### config.mk
export PLATFORM = sky130hd
export DESIGN_NAME = if_stage
export DESIGN_NICKNAME = d
export VERILOG_FILES = /design/src/rtl/if_stage.sv
export SDC_FILE = /design/constraint.sdc
export NUM_CORES = 1
export LEC_CHECK = 0
export CAP_MARGIN = 20
export CORE_MARGIN = 3
export CORE_UTILIZATION = 35
export CTS_CLUSTER_DIAMETER = 80
export DETAILED_ROUTE_END_ITERATION = 7
export PLACE_DENSITY_LB_ADDON = 0.2
export SETUP_SLACK_MARGIN = 0.5
export SLEW_MARGIN = 20
export SYNTH_ARGS = -nofsm -noshare
export SYNTH_HDL_FRONTEND = slang
export SYNTH_SLANG_ARGS = --single-unit
### constraint.sdc
create_clock -name clk -period 2 [get_ports clk]
set_clock_uncertainty 0.05 [all_clocks]
set_input_delay 0.2 -clock clk [delete_from_list [all_inputs] [get_ports clk]]
set_output_delay 0.2 -clock clk [all_outputs]
set_load 0.1 [all_outputs]
### src/rtl/if_stage.sv
// Instruction-fetch stage with IF/ID pipeline register.
// Fetches words over a req/ack bus, honours stall/flush/branch and keeps the delay slot.
module if_stage #(
   parameter logic [31:0] RESET_PC = 32'h0000_0000,
   parameter logic [31:0] NOP_INST = 32'h0000_0000
) (
   input  logic        clk,
   input  logic        rst,
   input  logic        stall_i,
   input  logic        flush_i,
   input  logic [31:0] flush_pc_i,
   input  logic        branch_flag_i,
   input  logic [31:0] branch_target_i,
   output logic        inst_req_o,
   output logic [31:0] inst_addr_o,
   input  logic        inst_ack_i,
   input  logic [31:0] inst_rdata_i,
   output logic [31:0] pc_o,
   output logic [31:0] inst_o,
   output logic        valid_o
);

   typedef enum logic [1:0] {
      FETCH,
      HOLD,
      DRAIN
   } state_t;

   state_t      state_q, state_d;
   logic        run_q, run_d;
   logic [31:0] pc_q, pc_d;
   logic [31:0] out_pc_q, out_pc_d;
   logic [31:0] out_inst_q, out_inst_d;
   logic        out_valid_q, out_valid_d;
   logic [31:0] buf_pc_q, buf_pc_d;
   logic [31:0] buf_inst_q, buf_inst_d;
   logic        pend_q, pend_d;
   logic [31:0] pend_tgt_q, pend_tgt_d;
   logic [31:0] drain_addr_q, drain_addr_d;

   logic        req;
   logic [31:0] addr;
   logic [31:0] seq_pc;
   logic [31:0] br_tgt;
   logic        br_take;

   always_comb begin
      state_d      = state_q;
      run_d        = 1'b1;
      pc_d         = pc_q;
      out_pc_d     = out_pc_q;
      out_inst_d   = out_inst_q;
      out_valid_d  = out_valid_q;
      buf_pc_d     = buf_pc_q;
      buf_inst_d   = buf_inst_q;
      pend_d       = pend_q;
      pend_tgt_d   = pend_tgt_q;
      drain_addr_d = drain_addr_q;

      // run_q keeps the request low for the reset cycle itself
      req     = run_q && (state_q != HOLD);
      addr    = (state_q == DRAIN) ? drain_addr_q : pc_q;
      seq_pc  = pend_q ? pend_tgt_q : (pc_q + 32'd4);
      br_tgt  = {branch_target_i[31:2], 2'b00};
      br_take = branch_flag_i && !stall_i;

      if (flush_i) begin
         out_valid_d = 1'b0;
         out_inst_d  = NOP_INST;
         buf_pc_d    = '0;
         buf_inst_d  = '0;
         pend_d      = 1'b0;
         pend_tgt_d  = '0;
         pc_d        = {flush_pc_i[31:2], 2'b00};
         if (req && !inst_ack_i) begin
            drain_addr_d = addr;
            state_d      = DRAIN;
         end else begin
            state_d = FETCH;
         end
      end else if (run_q) begin
         unique case (state_q)
            FETCH: begin
               if (inst_ack_i) begin
                  pc_d   = br_take ? br_tgt : seq_pc;
                  pend_d = 1'b0;
                  if (!stall_i) begin
                     out_pc_d    = pc_q;
                     out_inst_d  = inst_rdata_i;
                     out_valid_d = 1'b1;
                  end else begin
                     buf_pc_d   = pc_q;
                     buf_inst_d = inst_rdata_i;
                     state_d    = HOLD;
                  end
               end else begin
                  // the word at pc is the delay slot; the target is used after it arrives
                  if (br_take) begin
                     pend_d     = 1'b1;
                     pend_tgt_d = br_tgt;
                  end
                  if (!stall_i) begin
                     out_valid_d = 1'b0;
                     out_inst_d  = NOP_INST;
                  end
               end
            end
            HOLD: begin
               if (!stall_i) begin
                  out_pc_d    = buf_pc_q;
                  out_inst_d  = buf_inst_q;
                  out_valid_d = 1'b1;
                  state_d     = FETCH;
                  if (branch_flag_i) begin
                     pc_d = br_tgt;
                  end
               end
            end
            DRAIN: begin
               if (inst_ack_i) begin
                  state_d = FETCH;
               end
            end
            default: state_d = FETCH;
         endcase
      end
   end

   always_ff @(posedge clk or negedge rst) begin
      if (!rst) begin
         state_q      <= FETCH;
         run_q        <= 1'b0;
         pc_q         <= {RESET_PC[31:2], 2'b00};
         out_pc_q     <= '0;
         out_inst_q   <= NOP_INST;
         out_valid_q  <= 1'b0;
         buf_pc_q     <= '0;
         buf_inst_q   <= '0;
         pend_q       <= 1'b0;
         pend_tgt_q   <= '0;
         drain_addr_q <= '0;
      end else begin
         state_q      <= state_d;
         run_q        <= run_d;
         pc_q         <= pc_d;
         out_pc_q     <= out_pc_d;
         out_inst_q   <= out_inst_d;
         out_valid_q  <= out_valid_d;
         buf_pc_q     <= buf_pc_d;
         buf_inst_q   <= buf_inst_d;
         pend_q       <= pend_d;
         pend_tgt_q   <= pend_tgt_d;
         drain_addr_q <= drain_addr_d;
      end
   end

   assign inst_req_o  = req;
   assign inst_addr_o = addr;
   assign pc_o        = out_pc_q;
   assign inst_o      = out_inst_q;
   assign valid_o     = out_valid_q;

endmodule

After elaboration in Yosys (flattened, before gate mapping):

Cells that the tools add are included.

* add/sub/neg operators: 1
* eq/ne operators: 14
* bitwise logic cells: 1
* mux-type cells: 54
* reduce and logical (&&, ||, !) cells: 23

Operators by type and width (count)
* 32-bit 2-to-1 mux: 32
* 32-bit case mux with 2 select lines: 3
* 32-bit by 3-bit adder with 32-bit output (second input constant): 1
* 3-bit inequality test (second input constant): 6
* 2-bit 2-to-1 mux: 7
* 4-bit AND reduction: 3
* 2-bit nonzero test: 6
* 1-bit 2-to-1 mux: 10
* 5-bit AND reduction: 2
* 2-bit inequality test (second input constant): 4
* 2-bit case mux with 3 select lines: 1
* 3-bit AND reduction: 2
* 6-bit AND reduction: 1
* 3-bit nonzero test: 2
* 4-bit inequality test (second input constant): 1
* 1-bit logical AND: 3
* 2-bit by 1-bit == test with 1-bit output (second input constant): 1
* 2-bit == test (second input constant): 1
* 1-bit logical NOT: 2
* 2-bit logical NOT: 1
* 2-bit by 1-bit inequality test with 1-bit output (second input constant): 1
* 1-bit case mux with 2 select lines: 1
* 2-bit AND reduction: 1
* 1-bit inverter: 1

* output and inout bits: 98
* input bits: 102
* logic and storage cells: 104
* register bits after elaboration: 229

Logic depth before layout (Yosys ltp):

* depth after elaboration: 7
* depth in mapped cells: 8
* depth with buffers taken out: 6

Worst setup path before layout:

No wires, ideal clock.

* kind: reg2reg
* start: register state_q[1]
* end: register drain_addr_q[28]
* setup time: 0.080 ns
* cell stages (with the launch flop): 7
* clock period less this slack: 3.586 ns
* buffers on the path: 2
* slack: -1.586 ns
* required time: 1.870 ns
* arrival: 3.455 ns
* cells stage by stage: dfrtp_1 > inv_1 > nor2_1 > buf_2 > buf_2 > o21ai_0 > mux2_2

* elaborated cells between the ends (all ways): 6
* those cells by class: eq/ne: 2; mux: 1; reduce/logical: 3

RTL lines
* start: declaration: line 29 `state_t state_q, state_d;`
* start signal: assignment: line 143 `state_q <= state_d;`
* 2-bit == test: line 62 `addr = (state_q == DRAIN) ? drain_addr_q : pc_q;`
* 32-bit 2-to-1 mux: line 62
* via inst_addr_o[28]: line 15 `output logic [31:0] inst_addr_o,`
* end signal: assignment: line 153 `drain_addr_q <= drain_addr_d;`
* end: declaration: line 39 `logic [31:0] drain_addr_q, drain_addr_d;`

The timed path passes the listed nets, and every way through them passes these cells.
A chain may end at the register's enable or synchronous reset.

Final worst setup path:

* start: register state_q[0]
* end: register pc_q[30]

* cells in the longest elaborated chain, start to end: 4
* elaborated cells between the ends (all ways): 10
* those cells by class: eq/ne: 4; mux: 3; reduce/logical: 3

Ends and longest elaborated chain
* 2-bit by 1-bit == test with 1-bit output / 2-bit logical NOT (equally long branches): line 82 `unique case (state_q)`
* 32-bit case mux with 2 select lines: line 82
* 32-bit 2-to-1 mux: line 81 `end else if (run_q) begin`
* 32-bit 2-to-1 mux: line 67 `if (flush_i) begin`
* end signal: assignment: line 133 `pc_q <= {RESET_PC[31:2], 2'b00};`
* end signal: assignment: line 145 `pc_q <= pc_d;`
* end: declaration: line 31 `logic [31:0] pc_q, pc_d;`

Parallel ways exist; a longest one is shown, timed or not. The select of a mux whose other input is x is not followed.

==> results.json <==
{
  "die_h_um": 184.2,
  "min_path_type": "in2reg",
  "grt_pass1_wl_um": 59920,
  "synth_seq_area_share": 0.5021,
  "syn_inst": 1121,
  "grt_usage": 0.2249,
  "synth_mux_area_frac": 0.08995,
  "end_kind": "flip-flop",
  "yosysMostFrequentCell": "dfrtp_1",
  "vdd_drop_max_uv": 707.6,
  "ys_warn_count": 0,
  "drt_drc_violations_left": 0,
  "antenna_left": 0,
  "regToRegEndpoint": "pc_q[30]",
  "num_io_pins": 200,
  "worst_pin_slew_ps": 582.8,
  "final_util": 0.6065,
  "final_cells": 1860,
  "final_area_um2": 18750,
  "synth_top_area_share": 0.5021,
  "synth_top_family_by_area": "compound AO/OA/AOI/OAI gates",
  "multi_input_area_um2": 6523,
  "via_count": 10725,
  "finalPower_mw": 18.19,
  "setup_viol": 245,
  "ys_types": 69,
  "synth_compound_area_frac": 0.1968,
  "maxCapViolations": 0,
  "synthAdderAreaFrac": 0.001126,
  "crit_end": "pc_q[30]",
  "vias_per_cell": 5.766,
  "synth_top_area_cell": "dfrtp_1",
  "path_max_fanout": 4,
  "slew_headroom": 0.6115,
  "crit_path_start_kind": "flip-flop",
  "drtIter0Drc": 909,
  "path_common_cell": "buf_6",
  "dp_hpwl_um": 24200,
  "chipWidth_um": 184.2,
  "yosys.area_share.simple": 0.1540,
  "finalCritPeriodShare": 1.146,
  "routed_wl_um": 42680,
  "whs_ps": 64.07,
  "powerDensity_nw_per_um2": 970.2,
  "rows": 64,
  "critical_path_required_ps": 2360,
  "rsz0062_at_grt": "yes",
  "max_freq_ghz": 0.4361,
  "wl_per_cell_um": 22.95,
  "crit_chain": "buf_6, buf_6, buf_6, buf_8, buf_12, nand2b_4, buf_6, a21oi_4, buf_6, a221o_1, nor4b_2, nor4_2",
  "clk_pin_slew_worst_paths_ps": 60,
  "synthTopCellsByCount": "dfrtp_1 (223), nand2_1 (166), nor2_1 (74)",
  "synthesis.nets": 1224,
  "grt_max_degree": 78,
  "synth-xor-area-share": 0.007880,
  "grt_pass1_vias": 10170,
  "slowest_stage": "dfrtp_2",
  "clock-sinks": 223,
  "synthTopCellsByArea": "dfrtp_1 (50%), nand2_1 (5.6%), mux2_2 (5.6%)",
  "reg2reg_slack_ps": -290,
  "fillerInstances": 2468,
  "io_buffers": 195,
  "cts_root_buffer": "clkbuf_16",
  "placed_cell_area_um2": 14580,
  "cts_buffers": 26,
  "critPathMaxStageDelay_ps": 430,
  "cts_tree": "yes",
  "r2r-start": "state_q[0]",
  "place_congestion": 0.8791,
  "placed_cells": 1702,
  "hold_start": "inst_ack_i",
  "overflow": 0,
  "r2r_cells": 12,
  "async_flop_share": 1.000,
  "core-area_um2": 30910,
  "outcome": "complete, but fails checks",
  "startpoint": "state_q[0]",
  "synth_edf_count": 0,
  "synth_ff_type": "dfrtp_1",
  "violations": "setup timing",
  "insertion_delay_ps": 530,
  "fin_crit_ps": 2293,
  "die_area_um2": 33930,
  "crit_type": "reg2reg",
  "synth.cell_area_um2": 11110,
  "n_antenna_cell": 0,
  "slew_viol_final": 0,
  "initial_core_util": 0.3596,
  "clockBufferDepth": 3,
  "register_area_um2": 5589,
  "drive_gt1_frac": 0.4303,
  "p_leak_nw": 8.067,
  "cp_data_arrival_time_ps": 2660,
  "antenna_found_initial": 0,
  "cts_max_level": 1,
  "detail_route.first_pass.iterations": 5,
  "setup_slack_ps": -292.8,
  "synthToLayoutAreaGrowth_pct": 68.67,
  "ys_ff_latch": 223,
  "hold_viol": 0,
  "syn-mean-instance-area_um2": 9.915,
  "finalNetCount": 1547
}
## timing repair
| item | 4_1_cts | 5_1_grt |
|---|---|---|
| pin swaps | 59 | 129 |
| gates resized for setup | 130 | 247 |
| hold endpoints to repair | 176 | 0 |
| buffers inserted | 44 | 25 |
| hold buffers | 2 | 0 |
| endpoints found under the setup margin | 259 | 262 |
| gates cloned | 21 | 18 |
## placed cells by master, fill, tap and decap left out, types with 7 or more instances in the layout
master,instances
o211ai_1,8
buf_4,128
buf_16,21
dfrtp_1,216
clkdlybuf4s50_1,94
nand4_1,7
a21oi_1,23
nand2_1,126
mux2i_1,38
buf_8,11
nor2_1,63
mux2_2,25
a31oi_1,12
dfrtp_2,7
buf_12,68
nand2b_4,7
inv_1,14
a21oi_2,38
clkbuf_16,41
nor3_1,10
a311oi_1,10
a32o_1,32
nand3_2,20
a22o_1,31
mux2_4,30
xor2_1,7
a311oi_2,24
nor2_4,8
o21ai_1,9
nand3_4,14
o21ai_4,7
nand2_4,34
nand3_1,21
buf_6,62
o21ai_0,42
## kinds of logic (layout without fill, tap and decap cells)
logic type	Yosys count	count (layout)
other	1	1
DFF	223	223
adders and majority gates	1	1
muxes	93	93
buffers and inverters	122	465
and+or+nand+nor	368	368
AOI/OAI and AO/OA	303	303
xor gates and xnor gates	10	10
## layer usage
metal / GRT usage / part of all wire
met1: 0.3268 / 0.44
met2: 0.3507 / 0.48
met3: 0.02960 / 0.056
met4: 0.06955 / 0.027
met5: 0 / 0
## registers in the layout, summed over array words and instances, names as in the netlist
| name | flops |
|---|---|
| buf_inst_q | 32 |
| buf_pc_q | 31 |
| drain_addr_q | 32 |
| inst_o | 32 |
| pc_o | 31 |
| pc_q | 30 |
| pend_q | 1 |
| pend_tgt_q | 30 |
| run_q | 1 |
| state_q | 2 |
| valid_o | 1 |
## per-stage QoR
step           TNS [ps]  setup WS, ps
4_1_cts          -37040        -277.8
5_1_grt          -63750        -357.2
2_1_floorplan         0         159.1
6_report         -48410        -292.8
3_3_place_gp      -1445        -135.1
3_5_place_dp      -2437        -170.9
## area by class of cell
| type | instances | area share |
|---|---|---|
| Clock buffer | 34 | 0.04065 |
| Clock inverter | 14 | 0.01201 |
| Inverter | 16 | 0.003871 |
| Multi-Input combinational cell | 776 | 0.3479 |
| Sequential cell | 223 | 0.2981 |
| Tap cell | 396 | 0.02643 |
| Timing Repair Buffer | 401 | 0.2710 |
## worst max-delay path, delay by kind of cell, from the launching register on
kind	cells	cell delay [ps]
buf+inv	7	850
compound gates	2	390
flops	1	430
simple gates	3	450
## worst min path at each step
stage                          end  slack (ps)  cells past startpoint
floorplan            buf_inst_q[0]        -150                      0
global placement     pend_tgt_q[9]         110                      1
detailed placement  pend_tgt_q[10]         120                      1
CTS                     state_q[0]          30                      3
global route                pend_q         100                      4
finish                  state_q[0]          60                      3
## report_power, final
part,leakage (nW),switching (mW),internal [mW]
Combinational,4.64,4.57,2.63
Sequential,2.94,0.428,5.09
Clock,0.486,2.03,3.45
(Power assumes the default switching activity.)
